===== config.mk =====
export PLATFORM = sky130hd
export DESIGN_NAME = control_fsm
export DESIGN_NICKNAME = d
export VERILOG_FILES = /design/src/rtl/control_fsm.sv
export SDC_FILE = /design/constraint.sdc
export NUM_CORES = 1
export LEC_CHECK = 0
export CAP_MARGIN = 20
export CORE_MARGIN = 5
export CORE_UTILIZATION = 37
export CTS_CLUSTER_SIZE = 12
export DETAILED_ROUTE_END_ITERATION = 12
export HOLD_SLACK_MARGIN = 0.15
export MAX_ROUTING_LAYER = met4
export PLACE_DENSITY = 0.75
export SYNTH_ARGS = -nofsm -noshare
export SYNTH_HDL_FRONTEND = slang
export SYNTH_SLANG_ARGS = --single-unit

===== constraint.sdc =====
create_clock -name clk -period 2.04 [get_ports clk]
set_input_delay 0.408 -clock clk [delete_from_list [all_inputs] [get_ports clk]]
set_output_delay 0.408 -clock clk [all_outputs]
set_load 0.01 [all_outputs]

===== src/rtl/control_fsm.sv =====
// control_fsm: multi-cycle control unit for the 16-bit RISC core.
// It steps each instruction in the IR through fetch, decode, execute, memory
// and writeback. It drives the ALU opcode, the datapath mux selects, the
// register-file and PC write enables, and the memory request handshake.
// It counts retired instructions and halts on HALT or on an illegal opcode.
//
// Ports
//   clk, rst     rising-edge clock; asynchronous active-high reset
//   instr        current IR contents, opcode = instr[15:12]
//   mem_ready    memory completes the request in the cycle it is high
//   alu_z        ALU zero flag, meaningful while alu_op = 4'b1111
//   alu_op       ALU operation select
//   alu_src_b    00 reg rt, 01 sext(instr[3:0]), 10 zext(instr[7:0])
//   ir_we        load IR from memory data
//   pc_we        PC write strobe
//   pc_src       00 PC+1, 01 PC+sext(instr[7:0]), 10 {PC[15:12], instr[11:0]}
//   reg_we       register-file write, dest = instr[11:8]
//   mem_to_reg   writeback source: 1 mem data, 0 ALU result
//   mem_req      memory request, held until mem_ready
//   mem_we       1 = store, qualifies mem_req
//   halted       sticky, set on entry to HALT
//   illegal      sticky, set when opcode 4'hE is decoded
//   retired      instructions completed since reset (wraps)
module control_fsm #(
  parameter int unsigned CNT_W = 16
) (
  input  logic             clk,
  input  logic             rst,
  input  logic [15:0]      instr,
  input  logic             mem_ready,
  input  logic             alu_z,
  output logic [3:0]       alu_op,
  output logic [1:0]       alu_src_b,
  output logic             ir_we,
  output logic             pc_we,
  output logic [1:0]       pc_src,
  output logic             reg_we,
  output logic             mem_to_reg,
  output logic             mem_req,
  output logic             mem_we,
  output logic             halted,
  output logic             illegal,
  output logic [CNT_W-1:0] retired
);

  localparam logic [3:0] OP_LW   = 4'h8;
  localparam logic [3:0] OP_SW   = 4'h9;
  localparam logic [3:0] OP_ADDI = 4'hA;
  localparam logic [3:0] OP_JMP  = 4'hB;
  localparam logic [3:0] OP_LUI  = 4'hC;
  localparam logic [3:0] OP_HALT = 4'hD;
  localparam logic [3:0] OP_ILL  = 4'hE;
  localparam logic [3:0] OP_BEQ  = 4'hF;

  localparam logic [1:0] SRC_RT   = 2'b00;
  localparam logic [1:0] SRC_SEXT = 2'b01;
  localparam logic [1:0] SRC_ZEXT = 2'b10;

  localparam logic [1:0] PC_INC = 2'b00;
  localparam logic [1:0] PC_REL = 2'b01;
  localparam logic [1:0] PC_ABS = 2'b10;

  typedef enum logic [2:0] {
    S_IDLE,
    S_FETCH,
    S_DECODE,
    S_EXEC,
    S_MEM,
    S_WB,
    S_HALT
  } state_t;

  state_t     state;
  state_t     state_next;
  logic [3:0] opcode;
  logic [3:0] exec_alu_op;
  logic [1:0] exec_src;
  logic       retire;

  assign opcode = instr[15:12];

  // Operand fields are used by the datapath, not by the controller.
  logic unused_operand_bits;
  assign unused_operand_bits = ^instr[11:0];

  // ALU setup for the current opcode, held from EXEC through MEM/WB.
  always_comb begin : exec_decode
    exec_alu_op = 4'h0;
    exec_src    = SRC_RT;
    if (opcode <= 4'h7) begin
      exec_alu_op = opcode;
    end else begin
      case (opcode)
        OP_LW, OP_SW, OP_ADDI: exec_src = SRC_SEXT;
        OP_LUI: begin
          exec_alu_op = 4'hC;
          exec_src    = SRC_ZEXT;
        end
        OP_BEQ: exec_alu_op = 4'hF;
        default: ;
      endcase
    end
  end

  // Next-state and control outputs.
  always_comb begin : fsm_comb
    state_next = state;
    alu_op     = 4'h0;
    alu_src_b  = SRC_RT;
    ir_we      = 1'b0;
    pc_we      = 1'b0;
    pc_src     = PC_INC;
    reg_we     = 1'b0;
    mem_to_reg = 1'b0;
    mem_req    = 1'b0;
    mem_we     = 1'b0;
    retire     = 1'b0;

    case (state)
      S_IDLE: state_next = S_FETCH;

      S_FETCH: begin
        mem_req = 1'b1;
        if (mem_ready) begin
          ir_we      = 1'b1;
          pc_we      = 1'b1;
          state_next = S_DECODE;
        end
      end

      S_DECODE: begin
        if (opcode == OP_HALT || opcode == OP_ILL) state_next = S_HALT;
        else                                       state_next = S_EXEC;
      end

      S_EXEC: begin
        alu_op    = exec_alu_op;
        alu_src_b = exec_src;
        case (opcode)
          OP_LW, OP_SW: state_next = S_MEM;
          OP_JMP: begin
            pc_we      = 1'b1;
            pc_src     = PC_ABS;
            retire     = 1'b1;
            state_next = S_FETCH;
          end
          OP_BEQ: begin
            pc_we      = alu_z;
            pc_src     = PC_REL;
            retire     = 1'b1;
            state_next = S_FETCH;
          end
          default: state_next = S_WB;
        endcase
      end

      S_MEM: begin
        alu_op    = exec_alu_op;
        alu_src_b = exec_src;
        mem_req   = 1'b1;
        mem_we    = (opcode == OP_SW);
        if (mem_ready) begin
          if (opcode == OP_SW) begin
            retire     = 1'b1;
            state_next = S_FETCH;
          end else begin
            state_next = S_WB;
          end
        end
      end

      S_WB: begin
        alu_op     = exec_alu_op;
        alu_src_b  = exec_src;
        reg_we     = 1'b1;
        mem_to_reg = (opcode == OP_LW);
        retire     = 1'b1;
        state_next = S_FETCH;
      end

      S_HALT: state_next = S_HALT;

      default: state_next = S_IDLE;
    endcase
  end

  // State, sticky flags and the retirement counter.
  always_ff @(posedge clk or posedge rst) begin
    if (rst) begin
      state   <= S_IDLE;
      halted  <= 1'b0;
      illegal <= 1'b0;
      retired <= '0;
    end else begin
      state <= state_next;
      if (state_next == S_HALT)                   halted  <= 1'b1;
      if (state == S_DECODE && opcode == OP_ILL)  illegal <= 1'b1;
      if (retire)                                 retired <= retired + CNT_W'(1);
    end
  end

endmodule


==> key figures, run 1 <==
Drt
  • Iteration-0 DRC Markers: 51
  • Final ANT Viol Nets: 0
  • Number of vias per cell: 5.034
  • DR vias: around 1.2k
  • Post-Route WL: approximately 3400 um
  • Drt wl/cell: 14.32 um
  • Drt pass-1 iters: 4
  • Residual DRC: 0

Yosys
  • Syn Area/Cell: 9.556 um^2
  • Count of cell types in the netlist: 34
  • Cells after Synth: approximately 120
  • Post-Syn Area: 1185 um^2
  • Post-synth EDFFs: 0
  • Top cell type by total area after synthesis: dfrtp_1
  • Largest cells by area after synthesis: dfrtp_1, xnor2_1, nand2_1
  • Most frequent cell after synthesis: dfrtp_1
  • Synth Flop Type: dfrtp_1
  • Post-synth top area share: 44.35%
  • Async S/R FF share, synth: 100.0%
  • Sequential cell area fraction in the yosys report: 44.35%
  • Flops & latches, synth: 21
  • Yosys warns: 0
  • Syn nets: 145
  • Synth cell count leaders: dfrtp_1, nand2_1, inv_1, xnor2_1

Run status
  • Outcome: complete, no violations

Clock network
  • CTS Buf Count: 3
  • Clk slew on worst S/H paths: 0.12 ns
  • CTS tree: done
  • Clock Tree Buf Depth: 2
  • Hold_buf cts: 0
  • H-tree depth: 1
  • Root buf cell: clkbuf_4
  • Clk Latency, worst-skew pair: 0.30 ns
  • Clock sinks: 21

Placement
  • Placed Instances: 228
  • Post-DP HPWL: 2512 um
  • I/O Buffers: 39
  • RePlAce Congestion: around 0.8
  • DP Area: 1784 um^2

Layout
  • Fin area: around 1800 um^2
  • Final Non-Filler Cells: approximately 240
  • Fill count: 264
  • Diodes inserted: 0
  • Final #Nets: 213
  • Proportion of layout cells with a drive suffix above 1: 27.23%
  • Area delta synth->final: 53.12%

Timing
  • Layout Skew: 0.008558 ns
  • Fin. max-slew vios: 0
  • Worst Tran Pin Value: ~0.32 ns
  • Fin crit period: around 2.0 ns
  • Hold Fails Final Rpt: 0
  • RSZ-0062 raised after global routing: yes
  • Fmax: 0.5035 GHz
  • WHS: 0.4232 ns
  • Fin crit share: 97.35%
  • Slew HR: 78.78%
  • # setup viols final: 0

Critical path
  • Setup crit start: state[2]
  • Startpoint Class: register
  • Worst setup path end: pc_we
  • Largest fanout on the critical path: 4
  • Critical Path RT: 1.63 ns
  • CP Capture Type: output pin
  • FF-to-FF path depth: 6
  • Setup slack, reg-to-reg: approximately 0.14 ns
  • Worst Path Class, Setup: register to output pin
  • Critical Path AT: about 1.6 ns
  • Reg2reg end: retired[15]
  • FF-to-FF Start: state[2]

Global routing
  • Largest net degree at the start of global routing: 22
  • First-pass GRT wire length: 5402 um
  • Number of global-route vias before repair: 1141
  • Total track usage: approximately 16%
  • Overflow after GRT: 0
  • Initial antenna violation count: 0

Floorplan
  • Rows: 20
  • Die width: 66.59 um
  • Height of the die: between 60 and 70 um
  • Die area: ~4400 um^2
  • Initial Util: 38.81%
  • Core box area: ~3000 um^2
  • Number of placed I/O pins: 52

Worst hold path
  • Worst hold path type: input pin to async pin

Power and ir drop
  • VDD IR max: 0.5855 mV
  • PD cells: 983.0 nW/um^2
  • LEAKAGE: 0.8355 nW

Job
  • Max cap viols: 0
per-stage QoR:
step | setup TNS [ns] | util (%) | setup WS, ns | total power [W]
2_1_floorplan | 0 | - | 0.06327 | 0.001048
3_3_place_gp | -5.331 | 58.44 | -0.4209 | 0.001538
3_5_place_dp | -5.652 | 58.44 | -0.4490 | 0.001570
4_1_cts | 0 | 58.77 | 0.02296 | 0.001733
5_1_grt | -0.04535 | 59.43 | -0.02929 | 0.001895
6_report | 0 | 59.43 | 0.05404 | 0.001783
per-layer routing:
layer	wire, um	up-vias	GRT usage (%)
met1	1507	576	20.61
met4	43	0	3.807
met5	0	-	-
met2	1635	29	26.24
li1	-	572	-
met3	179	6	3.879
placed cells by master (no fill, tap or decap), drive strengths merged, types with 2 or more instances in the layout:
master,Yosys,final
and2b,2,2
nor3,6,6
a211oi,3,3
o21ai,3,3
and3,3,3
buf,3,34
o21bai,2,2
and4,2,2
clkbuf,1,6
nand2,20,20
nor2,3,3
clkdlybuf4s50,0,21
nand3,6,6
xnor2,10,10
dlygate4sd2,0,9
dfrtp,21,21
a31oi,4,4
nor4,2,2
inv,10,10
a21oi,4,4
xor2,6,6
nand4,4,4
worst max-delay path, cell delays in order, from the launching register on:
cell and delay, ns:
dfrtp_1 0.42, and2b_2 0.25, buf_6 0.12, nand3b_1 0.13
buf_4 0.17, o21ai_2 0.04, buf_2 0.14
final cells by class:
cell class / instances / area [um^2] / area share, %
Sequential cell: 21 / 525.5 / 28.97
Tap cell: 44 / 55.05 / 3.034
Clock buffer: 4 / 26.28 / 1.448
Timing Repair Buffer: 67 / 553.0 / 30.48
Inverter: 10 / 37.54 / 2.069
Multi-Input combinational cell: 89 / 616.8 / 34.00
registers in the layout, summed over array words and instances, names as in the netlist:
name / count
halted: 1
illegal: 1
retired: 16
state: 3
kinds of logic (layout without fill, tap and decap cells):
group	after synthesis	after routing	share of synthesized area, %
simple gates	52	52	25.13
flops	21	21	44.35
compound gates	20	20	10.98
xor+xnor	16	16	12.46
buf+inv	14	81	6.019
fa+ha+maj	1	1	1.056
how the worst min path moves through the flow:
stage               startpoint           to  slack [ns]
CTS                        rst  retired[15]        0.44
detailed placement     illegal      illegal        0.48
floorplan                  rst       halted        0.38
global placement       illegal      illegal        0.47
finish                     rst  retired[15]        0.42
global route               rst  retired[15]        0.46
timing repair:
action / 4_1_cts / 5_1_grt
resized for setup: 41 / 13
pin swaps: 1 / 0
buffers inserted: 2 / 1
setup endpoints to repair: 14 / 9
where the power goes:
part	switching, W	internal (W)
logic	0.000494	0.000492
clock network	0.000123	0.0000762
registers	0.0000926	0.000505
Note: power is estimated with default switching activity, not from simulation.
==> inputs of run 2 (changes only) <==
MAX_ROUTING_LAYER = unset   (was met4)
==> run 2 against run 1 <==
Against the previous run:
- sequential share of layout area increased by 0.18 points
- critical path type unchanged
- hold slack lost 0.00082 ns
- sequential cell count unchanged
- wire length shrank 2.3%
==> key figures, run 2 (same netlist as run 1, synthesis figures left out) <==
Run status
  • Outcome: complete, no violations

Floorplan
  • Number of placed I/O pins: 52
  • Height of the die: 66.59 um
  • Rows: 20
  • Core box area: 3053 um^2
  • Die area: 4434 um^2
  • Initial Util: 38.81%
  • Die width: 66.59 um

Layout
  • Largest register FFs: 16
  • Fill count: between 200 and 300
  • Most common library cell in the layout ignoring fill and taps: buf_4
  • Commonest non-fill, non-tap cells in the layout: buf_4, dfrtp_1, clkdlybuf4s50_1
  • Final #Nets: 215
  • Layout Utilization: between 50% and 60%
  • Area delta synth->final: 52.16%
  • Proportion of layout cells with a drive suffix above 1: 27.46%
  • Top reg by flops: retired
  • Largest regs: retired x16, state x3
  • Fin area: approximately 1800 um^2
  • Final Non-Filler Cells: 237
  • Diodes inserted: 0

Global routing
  • Largest net degree at the start of global routing: 22
  • Total track usage: about 16%
  • First-pass GRT wire length: 5602 um
  • Initial antenna violation count: 0
  • Overflow after GRT: 0
  • Number of global-route vias before repair: 1179

Clock network
  • Clk Latency, worst-skew pair: ~0.31 ns
  • Hold_buf cts: 0
  • CTS tree: done
  • Clock Tree Buf Depth: 2
  • H-tree depth: 1
  • Clk slew on worst S/H paths: 0.12 ns
  • CTS Buf Count: 3
  • Clock sinks: 21
  • Root buf cell: clkbuf_4

Critical path
  • Critical Path RT: between 1.5 and 2 ns
  • Startpoint Class: register
  • Slowest cell delay on critical path: 0.41 ns
  • CP max-delay cell: dfrtp_1
  • Critical Path AT: between 1.5 and 2 ns
  • Buf+Inv Stages, Crit Path: 1
  • CP Capture Type: output pin
  • Worst Path Class, Setup: register to output pin
  • CP cell instances: and2b_2 -> a21oi_2 -> a2111oi_1 -> clkbuf_2
  • Largest fanout on the critical path: 3
  • Top cell family by delay on the critical path: flip-flops

Drt
  • DR vias: 1171
  • Final ANT Viol Nets: 0
  • Iteration-0 DRC Markers: 21
  • Drt wl/cell: 13.87 um
  • Residual DRC: 0
  • Drt pass-1 iters: 4
  • Post-Route WL: 3287 um
  • Number of vias per cell: 4.941

Power and ir drop
  • Final Total Pwr: 0.001796 W
  • Seq pwr share: 33.1%
  • PD cells: 996.1 nW/um^2
  • VDD IR max: 0.7007 mV
  • NetSw: 0.0007032 W
  • LEAKAGE: roughly 0.84 nW
  • Sw frac: between 30 and 40%
  • Comb power frac: 55.6%
  • Int Power: 0.001093 W
  • Clock group share of total power: 11.3%

Timing
  • Fin. max-slew vios: 0
  • Fin crit period: 1.975 ns
  • Hold Fails Final Rpt: 0
  • Slew HR: 77.83%
  • # setup viols final: 0
  • Worst Tran Pin Value: 0.3317 ns
  • Fin crit share: 96.80%
  • Layout Skew: 0.01061 ns
  • Fmax: 0.5064 GHz

Placement
  • I/O Buffers: 39
  • Post-DP HPWL: 2547 um
  • DP Area: 1784 um^2
  • RePlAce Congestion: 0.8509
  • Placed Instances: 228

Job
  • Max cap viols: 0

Worst hold path
  • Worst hold path type: input pin to async pin
[run 2: per-stage QoR]
step                      setup slack (ns)  setup TNS, ns  hold WS [ns]
after floorplan                    0.06327              0        0.3845
after global placement             -0.4232         -4.944        0.4682
after detailed placement           -0.4201         -5.502        0.4605
after CTS                         -0.05063       -0.06188        0.4402
after global routing             -0.006568      -0.006568        0.4552
final                              0.06518              0        0.4224
[run 2: layout make-up]
type,instances,area (um^2),share of cell area [%]
Sequential cell,21,525.5,29.15
Tap cell,44,55.05,3.053
Clock buffer,4,26.28,1.457
Timing Repair Buffer,69,559.3,31.02
Multi-Input combinational cell,89,599.3,33.24
Inverter,10,37.54,2.082
[run 2: power groups by stage]
stage                     clock network [W]  logic (W)  registers (W)
after floorplan                           0   0.000411       0.000638
after global placement                    0   0.000949       0.000594
after detailed placement                  0   0.000971       0.000602
after CTS                          0.000207   0.000975       0.000593
after global routing               0.000229    0.00108       0.000613
final                              0.000203   0.000998       0.000595
[run 2: what timing repair did]
action                                  4_1_cts  5_1_grt
endpoints found under the setup margin       14        7
gates resized for setup                      36       17
buffers inserted                              4        1
pin swaps                                     1        0
[run 2: routing by layer]
layer	up-vias	GRT usage (%)	wire [um]	share of wire [%]
met1	550	21.30	1408	43
met3	6	3.541	205	6.2
met5	-	0	0	0
met2	42	27.35	1603	49
li1	573	-	-	-
met4	0	5.076	71	2.2
[run 2: worst paths after layout]
kind,from,slack (ns),to,cells after the start
min reg2reg,illegal,0.48,illegal,2
min in group clk,illegal,0.48,illegal,2
max in group asynchronous,rst,1.39,state[1],3
max,state[2],0.07,alu_src_b[0],4
min,rst,0.42,retired[10],3
max reg2reg,state[2],0.17,retired[15],6
[run 2: tightest hold or removal path, cell delays in order]
cell and delay [ns]:
clkdlybuf4s50_1 0.40, inv_1 0.05, buf_4 0.27
==> inputs of run 3 (changes only) <==
CAP_MARGIN = unset   (was 20)
SETUP_SLACK_MARGIN = 0.2   (was unset)
==> run 3 against run 2 <==
Against the previous run:
- fmax increased by 2.1%
- critical path type unchanged
- via count increased by 8.4%
- first-iteration DRC count increased to 3.3 times the previous value
- critical endpoint is now alu_op[0]
==> key figures, run 3 (same netlist as run 1, synthesis figures left out) <==
Power and ir drop
  • VDD IR max: 0.3952 mV
  • Seq pwr share: 28.4%
  • Clock group share of total power: 9.7%
  • Int Power: 0.001243 W
  • Sw frac: between 40% and 50%
  • Comb power frac: 62.0%
  • NetSw: between 0.0008 and 0.0009 W
  • LEAKAGE: roughly 0.93 nW
  • PD cells: 1035 nW/um^2

Timing
  • # setup viols final: 0
  • Worst Tran Pin Value: 0.3207 ns
  • Fmax: 0.5172 GHz
  • Hold Fails Final Rpt: 0
  • Slew HR: 78.06%
  • Layout Skew: approximately 0.0056 ns
  • RSZ-0062 raised after global routing: yes
  • Fin crit share: a little over nine tenths
  • Fin. max-slew vios: 0
  • Fin crit period: 1.934 ns
  • Setup WS post-layout: 0.1064 ns
  • WHS: 0.4270 ns

Drt
  • Final ANT Viol Nets: 0
  • DR vias: 1269
  • Post-Route WL: 3960 um
  • Residual DRC: 0
  • Number of vias per cell: 5.138
  • Drt pass-1 iters: 4
  • Iteration-0 DRC Markers: 70
  • Drt wl/cell: between 15 and 20 um

Critical path
  • Critical Path AT: about 1.5 ns
  • Slowest cell delay on critical path: 0.41 ns
  • CP max-delay cell: dfrtp_1
  • Worst Path Class, Setup: register to output pin
  • Buf+Inv Stages, Crit Path: 2
  • Setup slack, reg-to-reg: between 0.15 and 0.2 ns
  • Critical Path RT: roughly 1.6 ns
  • CP Capture Type: output pin
  • CP cell instances: and2b_2 -> a21oi_2 -> buf_6 -> a211oi_2 -> buf_2
  • Largest fanout on the critical path: 5
  • Top cell family by delay on the critical path: flip-flops
  • Startpoint Class: register

Clock network
  • CTS Buf Count: 3
  • CTS tree: done
  • Clk slew on worst S/H paths: 0.12 ns
  • Clk Latency, worst-skew pair: roughly 0.3 ns
  • Root buf cell: clkbuf_4
  • H-tree depth: 1
  • Clock Tree Buf Depth: 2
  • Clock sinks: 21
  • Hold_buf cts: 0

Layout
  • Proportion of layout cells with a drive suffix above 1: 40.89%
  • Largest register FFs: 16
  • Area delta synth->final: 69.59%
  • Fin area: 2009 um^2
  • Top reg by flops: retired
  • Final #Nets: 225
  • Diodes inserted: 0
  • Most common library cell in the layout ignoring fill and taps: buf_4
  • Commonest non-fill, non-tap cells in the layout: buf_4, dfrtp_1, clkdlybuf4s50_1
  • Largest regs: retired x16, state x3

Placement
  • DP Worst Slack: -0.4500 ns
  • I/O Buffers: 39
  • RePlAce Congestion: 0.8367
  • Post-DP HPWL: 2663 um
  • DP Area: 1819 um^2

Floorplan
  • Die area: 4434 um^2
  • Die width: 66.59 um
  • Height of the die: 66.59 um
  • Initial Util: between 30% and 40%
  • Rows: 20
  • Core box area: 3053 um^2
  • Number of placed I/O pins: 52

Run status
  • Outcome: complete, no violations

Global routing
  • Largest net degree at the start of global routing: 22
  • Initial antenna violation count: 0
  • Number of global-route vias before repair: 1234
  • Overflow after GRT: 0
  • First-pass GRT wire length: 5823 um
  • Total track usage: 16.77%

Worst hold path
  • Worst hold path type: input pin to async pin

Job
  • Max cap viols: 0
## run 3: cell types whose count changed in the layout (fill, tap and decap cells not counted), sizes merged
cell,change
clkbuf,-5
dlygate4sd2,-4
buf,+19
## run 3: path summary, 6_finish.rpt
kind                       cells after the start   startpoint           to
min reg2reg                                    1  retired[10]  retired[10]
max                                            5     state[2]    alu_op[0]
min                                            3          rst  retired[15]
max reg2reg                                    7     state[2]  retired[15]
min in group clk                               1  retired[10]  retired[10]
max in group asynchronous                      3          rst   retired[5]
## run 3: metal layers
layer | vias to the layer above | GRT usage, % | part of all wire [%]
met5 | - | 0 | 0
met4 | 0 | 3.807 | 2.6
met3 | 10 | 3.204 | 3.5
met2 | 30 | 29.58 | 54
met1 | 636 | 20.96 | 40
li1 | 593 | - | -
## run 3: layout make-up
type / count / area, um^2
Sequential cell: 21 / 525.5
Inverter: 10 / 37.54
Clock buffer: 4 / 26.28
Multi-Input combinational cell: 89 / 699.4
Tap cell: 44 / 55.05
Fill cell: 246 / 1044
Timing Repair Buffer: 79 / 665.6
## run 3: tightest hold or removal path, delay by kind of cell
| kind | cells | cell delay [ns] |
|---|---|---|
| buffers and inverters | 3 | 0.72 |
## run 3: metrics by stage
step | total power, W | TNS [ns] | std cells | utilization (%)
5_1_grt | 0.002190 | 0 | 247 | 65.82
4_1_cts | 0.001910 | 0 | 243 | 62.21
2_1_floorplan | 0.001056 | 0 | 124 | -
3_5_place_dp | 0.001621 | -6.787 | 232 | 59.59
6_report | 0.002079 | 0 | 247 | 65.82
3_3_place_gp | 0.001578 | -5.898 | 232 | 59.59
## run 3: power groups by stage
stage / clock (W) / combinational (W) / sequential [W]
2_1_floorplan: 0 / 0.000419 / 0.000638
3_5_place_dp: 0 / 0.00101 / 0.000606
3_3_place_gp: 0 / 0.000982 / 0.000596
4_1_cts: 0.000207 / 0.00111 / 0.000588
5_1_grt: 0.000232 / 0.00136 / 0.000599
6_report: 0.000201 / 0.00129 / 0.000590
## run 3: what timing repair did
action,CTS,global route
buffers inserted,7,4
gates resized for setup,81,20
cloned,0,0
pin swaps,9,3
endpoints found under the setup margin,23,24
